[config.mk]
export PLATFORM = sky130hd
export DESIGN_NAME = sprite_fetch
export DESIGN_NICKNAME = d
export VERILOG_FILES = /design/src/rtl/sprite_fetch.sv
export SDC_FILE = /design/constraint.sdc
export NUM_CORES = 1
export LEC_CHECK = 0
export ABC_AREA = 1
export BUFFER_PORTS_ARGS = -buffer_cell sky130_fd_sc_hd__buf_2
export CAP_MARGIN = 20
export CORE_MARGIN = 2
export CORE_UTILIZATION = 53
export CTS_BUF_LIST = sky130_fd_sc_hd__clkbuf_8
export DETAILED_ROUTE_END_ITERATION = 7
export PLACE_DENSITY = 0.82
export SYNTH_ARGS = -nofsm -noshare
export SYNTH_HDL_FRONTEND = slang
export SYNTH_SLANG_ARGS = --single-unit
[constraint.sdc]
create_clock -name clk -period 2.6 [get_ports clk]
set_clock_uncertainty 0.2 [all_clocks]
set_input_delay 0.13 -clock clk [delete_from_list [all_inputs] [get_ports clk]]
set_output_delay 0.13 -clock clk [all_outputs]
set_load 0.02 [all_outputs]
[src/rtl/sprite_fetch.sv]
// sprite_fetch: turns a (kind, x, y) tile-pixel request into a sprite-sheet
// ROM address, then returns the ROM colour together with a drawable flag.
//
// Pipeline: address register -> external ROM (ROM_LAT clocks) -> output register.
// A request issued on cycle 0 produces out_valid on cycle ROM_LAT+2.
// There is no stall path: one request may be accepted every cycle, and
// results come back in request order.
//
// Optional feature: define SPRITE_FETCH_MIRROR_EN to enable horizontal flip.
// When it is defined, mirror=1 addresses column TILE_W-1-x. The range check
// always uses the unflipped x. When it is undefined, mirror is ignored.
//
// Ports:
//   clk        in   sole clock, rising edge
//   rst_n      in   synchronous active-low reset
//   in_valid   in   request strobe
//   kind       in   [4:0] tile kind
//   x          in   [5:0] pixel column within the tile
//   y          in   [6:0] pixel row within the tile
//   mirror     in   horizontal flip request
//   rom_addr   out  [ADDR_W-1:0] sprite ROM address (registered)
//   rom_data   in   [CLR_W-1:0] ROM word, valid ROM_LAT clocks after rom_addr
//   out_valid  out  result strobe
//   out_clr    out  [CLR_W-1:0] pixel colour, 0 for out-of-range requests
//   out_opaque out  1 when the pixel is in range and not the key colour
//
// ROM_LAT must be in the range 1..4.

module sprite_fetch #(
  parameter int unsigned       TILE_W  = 48,
  parameter int unsigned       TILE_H  = 70,
  parameter int unsigned       SHEET_W = 1536,
  parameter int unsigned       KINDS   = 32,
  parameter int unsigned       ADDR_W  = 17,
  parameter int unsigned       CLR_W   = 12,
  parameter int unsigned       ROM_LAT = 1,
  parameter logic [CLR_W-1:0]  KEY_CLR = 12'hF0F
) (
  input  logic              clk,
  input  logic              rst_n,
  input  logic              in_valid,
  input  logic [4:0]        kind,
  input  logic [5:0]        x,
  input  logic [6:0]        y,
  input  logic              mirror,
  output logic [ADDR_W-1:0] rom_addr,
  input  logic [CLR_W-1:0]  rom_data,
  output logic              out_valid,
  output logic [CLR_W-1:0]  out_clr,
  output logic              out_opaque
);

  logic [31:0]        xe;
  logic               in_range;

  logic [ADDR_W-1:0]  rom_addr_d,   rom_addr_q;
  // Side-band flags travel alongside the ROM access; index ROM_LAT lines up
  // with the rom_data word belonging to the same request.
  logic [ROM_LAT:0]   vld_d,        vld_q;
  logic [ROM_LAT:0]   rng_d,        rng_q;
  logic               out_valid_d,  out_valid_q;
  logic [CLR_W-1:0]   out_clr_d,    out_clr_q;
  logic               out_opaque_d, out_opaque_q;

`ifndef SPRITE_FETCH_MIRROR_EN
  logic unused_mirror;
  assign unused_mirror = mirror;
`endif

  always_comb begin
    xe = {26'd0, x};
`ifdef SPRITE_FETCH_MIRROR_EN
    if (mirror) begin
      // For x >= TILE_W this wraps; the request is out of range anyway and
      // only needs to present some address.
      xe = TILE_W - 32'd1 - {26'd0, x};
    end
`endif
    in_range = ({26'd0, x} < TILE_W) &&
               ({25'd0, y} < TILE_H) &&
               ({27'd0, kind} < KINDS);
  end

  always_comb begin
    rom_addr_d = rom_addr_q;
    if (in_valid) begin
      // Full 32-bit sum, then keep the low ADDR_W bits.
      rom_addr_d = ADDR_W'(SHEET_W * {25'd0, y} + TILE_W * {27'd0, kind} + xe);
    end

    vld_d = {vld_q[ROM_LAT-1:0], in_valid};
    rng_d = {rng_q[ROM_LAT-1:0], in_valid & in_range};

    out_valid_d  = vld_q[ROM_LAT];
    out_clr_d    = out_clr_q;
    out_opaque_d = out_opaque_q;
    if (vld_q[ROM_LAT]) begin
      out_clr_d    = rng_q[ROM_LAT] ? rom_data : '0;
      out_opaque_d = rng_q[ROM_LAT] && (rom_data != KEY_CLR);
    end
  end

  always_ff @(posedge clk) begin
    if (!rst_n) begin
      rom_addr_q   <= '0;
      vld_q        <= '0;
      rng_q        <= '0;
      out_valid_q  <= 1'b0;
      out_clr_q    <= '0;
      out_opaque_q <= 1'b0;
    end else begin
      rom_addr_q   <= rom_addr_d;
      vld_q        <= vld_d;
      rng_q        <= rng_d;
      out_valid_q  <= out_valid_d;
      out_clr_q    <= out_clr_d;
      out_opaque_q <= out_opaque_d;
    end
  end

  assign rom_addr   = rom_addr_q;
  assign out_valid  = out_valid_q;
  assign out_clr    = out_clr_q;
  assign out_opaque = out_opaque_q;

endmodule

Word level (Yosys, flattened, before mapping). Cells that the tools add are included.

Register bits: 35. Bits of input ports: 34. Output and inout bits: 31. Logic and storage cells: 17.

Add/sub/neg operators: 2. $mul: 2. Order comparisons: 2. Equality and inequality tests: 1. Mux-type cells: 1. Bitwise gates (word level): 1. Reductions and logical operators: 2.

Operator list (count): $add 17x11->17 (1); $add 17x6->17 (1); $mux 12 (1); $ne 12x12->1 const B (1); $mul 2x7->8 const A (1); $lt 7x7->1 const B (1); $mul 2x5->7 const A (1); $lt 6x6->1 const B (1); $logic_and 1x1->1 (2); $and 1x1->1 (1).

Longest topological paths before layout. Gate-level depths: netlist (run 1).

Word-level depth: 3. Gate-level depth with buffers: 17. Gate-level depth less buffers: 17.

Worst setup path after synthesis (run 1). No wires, ideal clock.

Kind: input port to flip-flop. From: input kind[0]. To: register rom_addr_q[16], in the netlist rom_addr[16]. Setup time: 109 ps. Data arrival time: 2042 ps. Data required time: 2291 ps. Setup slack: 250 ps. Cell stages on the path: 16. Buffers on the path: 0. Cell sequence: ha_1 inv_1 fa_1 inv_1 a21oi_1 o21ai_0 xor2_1 ha_1 a21oi_1 or2_2 nand2_2 nand3_1 nand2_1 nand3_1 nand2_1 inv_1.

Word-level cells in the longest chain between the ends: 3.

Ends and longest elaborated chain: start: declaration (line 42) `input logic [4:0] kind,`; $mul 2x5->7 (line 88) `rom_addr_d = ADDR_W'(SHEET_W * {25'd0, y} + TILE_W * {27'd0, kind} + xe);`; $add 17x11->17 (line 88); $add 17x6->17 (line 88); end signal: assignment (line 112) `rom_addr_q <= rom_addr_d;`; end: declaration (line 56) `logic [ADDR_W-1:0] rom_addr_d, rom_addr_q;`.

No other way between the ends. A chain may end at the register's enable or synchronous reset.

Final worst setup path (run 1).
From: input kind[1]. To: register rom_addr_q[14], in the netlist rom_addr[14].

Same word-level chain as after synthesis.

==> results.toml, run 1 <==
[global_route]
grt_max_degree = 24
grt_antenna_before_repair = 0
overflow = 0
grt_usage_pct = 24.6
grt_pass1_wl_mm = 8.49
grt_pass1_vias = 2090

[setup_path]
path_cells = "buf_2 -> ha_1 -> inv_1 -> fa_1 -> inv_1 -> a21oi_1 -> o21ai_0 -> xor2_1 -> ha_1 -> a21oi_1 -> or2_2 -> nand2_2 -> nand2_1 -> nand3_1 -> nand3_1 -> nand2_1 -> inv_1"
cp_slowest_cell = "fa_1"
end_kind = "flip-flop"
required_ns = 2.59
path_max_fanout = 5
worstSetupPathType = "input port to flip-flop"
crit_path_max_incr_delay_ns = 0.38
startpoint_type = "input port"
arrival_ns = 2.32
crit_top_cell = "inv_1"

[layout]
syn2layout_area_growth_pct = 32.0
final_common_cell = "nand2_1"
fin_cells = 438
n_antenna_cell = 0
layout_common_cells = "nand2_1, buf_2, inv_1"
nets = 443
drive_gt1_share_pct = 22.6
fin_util_pct = 74.4

[cts]
clkSinkCount = 35
cts_htree_levels = 2
clock_path_buffers = 2
post-cts-setup-buffers = 0
cts-buffers-inserted = 5
cts_tree = "built"
cts_resized = 0
path_clk_slew_ns = 0.07
cts_root_buf = "clkbuf_8"
clock_latency_ns = 0.29

[power_and_ir_drop]
pwr_density_cell_nw_per_um2 = 554
p_leak_nw = 1.55
max-vdd-ir-drop_mv = 0.246

[place]
place_hpwl_mm = 3.54
dpl_worst_slack_ns = -0.0102
post-place-cells = 411
place_congestion = 0.769
port_buffers = 63

[floorplanning]
placementRows = 22
coreArea_sq_um = 3740
start_util_pct = 56.4
die-area_sq_um = 4500
io_pins = 65
dieHeight_microns = 67.1
dieWidth_microns = 67.1

[routing]
wl_per_cell_microns = 11.7
vias = 2176
postRouteAntennaNets = 0
drc_errors = 0
wirelength_mm = 5.13
drt_iter0_markers = 184
vias_per_cell = 4.97
drt-pass1-iter-count = 4

[synthesis]
netlist-cell-type-count = 28
ys_ff_latch = 35
syn-num-nets = 360
syn-cell-area_sq_um = 2110
ys_seq_area_share_pct = 33.2
yosys_warnings = 0
syn_area_per_cell_sq_um = 6.90
synth_top_area_cell = "dfxtp_1"
yosysTopAreaCellShare_pct = 33.2
synthTopCellsByArea = "dfxtp_1, nand2_1, ha_1"
synth_cells = 306

[sta]
slew_violations = 0
setup_viol = 0
finalHoldViolCount = 0
tns_ns = 0
rsz0062_at_grt = "false"
max_slew_margin_pct = 68.7
setup_ws_ns = 0.267
fin_crit_sh_pct = 89.7
max_freq_mhz = 429
tightest_slew_ns = 0.466
fin_crit_ns = 2.33

[hold_path]
hp-class = "input port to flip-flop"

[status]
status = "finished clean"

[flow_run]
drv_cap = 0
-- cell usage after synthesis (all sizes together) --
cell,instances
nor4,1
xnor2,1
clkbuf,5
nor2,29
nand3b,1
o211ai,1
a2111oi,1
nand2,86
nor3,1
or2,2
nand3,21
clkinv,1
a21boi,1
fa,3
nand4,6
o21ai,14
dfxtp,35
ha,17
a21oi,20
inv,51
buf,2
o21bai,1
xor2,6
-- worst paths after layout --
path            start      endpoint  slack (ns)  depth (start not counted)
max           kind[1]  rom_addr[14]        0.27                         17
min           kind[0]   rom_addr[4]        0.02                          4
max reg2reg  vld_q[1]    out_clr[0]        1.32                          3
min reg2reg  vld_q[0]      vld_q[1]        0.22                          2
-- cell families after synthesis --
logic type	Yosys count	synth area share, %
AND/OR/NAND/NOR	147	30.7
buffers and inverters	59	10.7
AO/OA/AOI/OAI	38	9.54
flip-flops	35	33.2
adder cells (fa/ha/maj)	20	12.9
XOR/XNOR	7	2.90
-- registers in the layout, indices dropped and copies added, names as in the netlist --
| name | flops |
|---|---|
| out_clr | 12 |
| out_opaque | 1 |
| out_valid | 1 |
| rng_q | 2 |
| rom_addr | 17 |
| vld_q | 2 |
-- stage by stage --
stage / hold slack (ns) / area, sq um / power, mW
after floorplan: 0.0443 / 2110 / 0.852
after global placement: 0.155 / 2460 / 0.948
after detailed placement: 0.165 / 2460 / 0.961
after CTS: 0.0194 / 2790 / 1.54
after global routing: 0.0778 / 2790 / 1.62
final: 0.0233 / 2790 / 1.54
-- timing repair --
action / in CTS / in global routing
setup endpoints to repair: 0 / 0
hold buffers: 19 / 0
endpoints found under the hold margin: 18 / 0
-- critical path, delay by kind of cell --
kind	cells	cell delay, ns
AO/OA/AOI/OAI	3	0.33
XOR/XNOR	1	0.17
adder cells (fa/ha/maj)	3	0.73
AND/OR/NAND/NOR	6	0.68
buffers and inverters	4	0.27
-- power by group --
| group | internal (mW) | switching [mW] |
|---|---|---|
| logic | 0.156 | 0.236 |
| clock network | 0.379 | 0.191 |
| registers | 0.567 | 0.0141 |
-- layer usage --
metal | global-route usage, % | up-vias | part of all wire [%]
met5 | 0 | - | 0
met4 | 12.5 | 0 | 3.1
met3 | 5.57 | 18 | 6.3
met2 | 44.6 | 82 | 48
met1 | 26.7 | 952 | 42
li1 | - | 1124 | -
-- area by class of cell --
class / count / area, sq um
clock inverter: 3 / 63.8
tap: 48 / 60.1
sequential: 35 / 701
multi-input combinational: 212 / 1180
timing repair buffer: 83 / 513
clock buffer: 5 / 68.8
fill: 269 / 958
inverter: 52 / 195
(Power assumes the default switching activity.)
==> inputs of run 2 (changes only) <==
--- a/config.mk
+++ b/config.mk
@@ -5,14 +5,13 @@
 export SDC_FILE = /design/constraint.sdc
 export NUM_CORES = 1
 export LEC_CHECK = 0
-export ABC_AREA = 1
 export BUFFER_PORTS_ARGS = -buffer_cell sky130_fd_sc_hd__buf_2
 export CAP_MARGIN = 20
 export CORE_MARGIN = 2
 export CORE_UTILIZATION = 53
 export CTS_BUF_LIST = sky130_fd_sc_hd__clkbuf_8
 export DETAILED_ROUTE_END_ITERATION = 7
-export PLACE_DENSITY = 0.82
+export PLACE_DENSITY = 0.83
 export SYNTH_ARGS = -nofsm -noshare
 export SYNTH_HDL_FRONTEND = slang
 export SYNTH_SLANG_ARGS = --single-unit
==> results.toml, run 2 <==
[setup_path]
cp_slowest_cell = "fa_2"
startpoint_type = "input port"
worstSetupPathType = "input port to flip-flop"
crit_path_max_incr_delay_ns = 0.34
crit_buf_inv = 3
path_cells = "buf_2 -> ha_1 -> inv_1 -> fa_2 -> inv_1 -> a21oi_1 -> nor2_1 -> nor2_1 -> xnor2_1 -> ha_1 -> nand2_1 -> nor4_2 -> o21ai_2 -> a211oi_2 -> xor2_1 -> a21oi_1"
cp_top_family = "adder cells"
path_max_fanout = 3
required_ns = 2.55
end_kind = "flip-flop"
arrival_ns = 2.36

[routing]
wl_per_cell_microns = 13.0
wirelength_mm = 4.88
drt_iter0_markers = 61
postRouteAntennaNets = 0
drt-pass1-iter-count = 5
vias = 1974
vias_per_cell = 5.28
drc_errors = 0

[flow_run]
drv_cap = 0

[power_and_ir_drop]
pwr_density_cell_nw_per_um2 = 496
p_leak_nw = 1.34
p_total_mw = 1.38
max-vdd-ir-drop_mv = 0.237

[synthesis]
synth_ff_type = "dfxtp_1"
ys_ff_latch = 35
yosysTopAreaCellShare_pct = 34.1
synthTopCellsByCount = "dfxtp_1, nor2_1, a21oi_1"
synth_cells = 233
synthXorXnorAreaFrac_pct = 5.97
synth_edf_count = 0
synth_top_area_cell = "dfxtp_1"
async_reset_ff_share_pct = 0
muxShareOfSynthArea_pct = 3.90
yosys.area_share.simple_pct = 21.8
synth_top_family_by_area = "simple AND/OR/NAND/NOR gates"
yosysMostFrequentCell = "dfxtp_1"
yosys_warnings = 0
synth_compound_area_share_pct = 16.9
synth_fa_ha_area_share_pct = 13.3
syn-num-nets = 287
netlist-cell-type-count = 47
syn_area_per_cell_sq_um = 8.82
synthTopCellsByArea = "dfxtp_1, ha_1, nor2_1"
syn-cell-area_sq_um = 2050
ys_seq_area_share_pct = 34.1

[place]
dpl-instance-area_sq_um = 2490
place_hpwl_mm = 3.54
place_congestion = 0.787
port_buffers = 63

[floorplanning]
dieHeight_microns = 66.3
io_pins = 65
start_util_pct = 55.7
dieWidth_microns = 66.3
coreArea_sq_um = 3690
die-area_sq_um = 4390
placementRows = 22

[layout]
syn2layout_area_growth_pct = 35.1
final_common_cell = "buf_2"
n_antenna_cell = 0
postLayoutCellArea_sq_um = 2780
nets = 379
drive_gt1_share_pct = 28.5
layout_common_cells = "buf_2, dfxtp_1, nor2_1"
n_fill_cell = 269
largest_reg_flops = 17

[sta]
fin_crit_ns = 2.41
finalHoldViolCount = 0
slew_violations = 0
tightest_slew_ns = 0.685
max_freq_mhz = 414
max_slew_margin_pct = 54.3
setup_viol = 0
rsz0062_at_grt = "false"
fin_crit_sh_pct = 92.8

[cts]
cts_tree = "built"
post-cts-setup-buffers = 0
clkSinkCount = 35
cts_root_buf = "clkbuf_8"
cts-buffers-inserted = 5
cts_htree_levels = 2
clock_path_buffers = 2
path_clk_slew_ns = 0.06
clock_latency_ns = 0.28

[status]
status = "finished clean"

[global_route]
grt_usage_pct = 23.3
grt_max_degree = 25
grt_pass1_wl_mm = 7.87
grt_pass1_vias = 1937
grt_antenna_before_repair = 0
overflow = 0

[hold_path]
hp-class = "input port to flip-flop"
-- run 2: cell families after synthesis --
family                   Yosys count
multiplexers                       8
adder cells (fa/ha/maj)           20
AO/OA/AOI/OAI                     50
XOR/XNOR                          14
flip-flops                        35
AND/OR/NAND/NOR                   84
buffers and inverters             22
-- run 2: final timing paths --
path                                from      endpoint  slack, ns  cells after the start
worst max-delay path             kind[1]  rom_addr[14]       0.19                     16
worst min-delay path                y[5]      rng_q[0]        0.1                      3
worst max register to register  vld_q[1]    out_clr[0]       0.99                      3
worst min register to register  vld_q[0]      vld_q[1]       0.24                      1
-- run 2: where the power goes --
group | switching (mW) | internal, mW | total, mW
Clock | 0.178 | 0.180 | 0.357
Combinational | 0.238 | 0.197 | 0.434
Sequential | 0.0173 | 0.568 | 0.585
-- run 2: final cells by class --
| class | instances | area [sq um] | area share [%] |
|---|---|---|---|
| timing repair buffer | 93 | 588 | 21.2 |
| clock buffer | 5 | 68.8 | 2.48 |
| tap | 48 | 60.1 | 2.16 |
| clock inverter | 3 | 12.5 | 0.451 |
| multi-input combinational | 176 | 1290 | 46.6 |
| sequential | 35 | 701 | 25.2 |
| inverter | 14 | 52.6 | 1.89 |
-- run 2: layer usage --
metal	vias to the layer above	GRT usage, %	wire length (microns)
li1	995	-	-
met1	895	24.4	2080
met2	77	44.3	2460
met3	7	4.94	274
met4	0	9.95	64
met5	-	0	0
-- run 2: repair_timing --
item                                    4_1_cts  5_1_grt
endpoints found under the setup margin        0        2
hold buffers                                 19        0
hold endpoints to repair                     23        0
resized for setup                             0        2
-- run 2: per-stage QoR --
step / util [%] / instances / setup TNS (ns) / setup slack (ns) / hold WS, ns
6_report: 75.2 / 374 / 0 / 0.187 / 0.0963
5_1_grt: 75.2 / 374 / 0 / 0.0210 / 0.108
4_1_cts: 75.0 / 374 / 0 / 0.152 / 0.0775
3_5_place_dp: 67.6 / 347 / -0.273 / -0.148 / 0.176
3_3_place_gp: 67.6 / 347 / -0.0885 / -0.0472 / 0.162
2_1_floorplan: - / 233 / 0 / 0.0429 / 0.0692
-- run 2: worst min-delay path: stages --
cell	delay (ns)
buf_2	0.11
ha_1	0.22
nor2_1	0.08
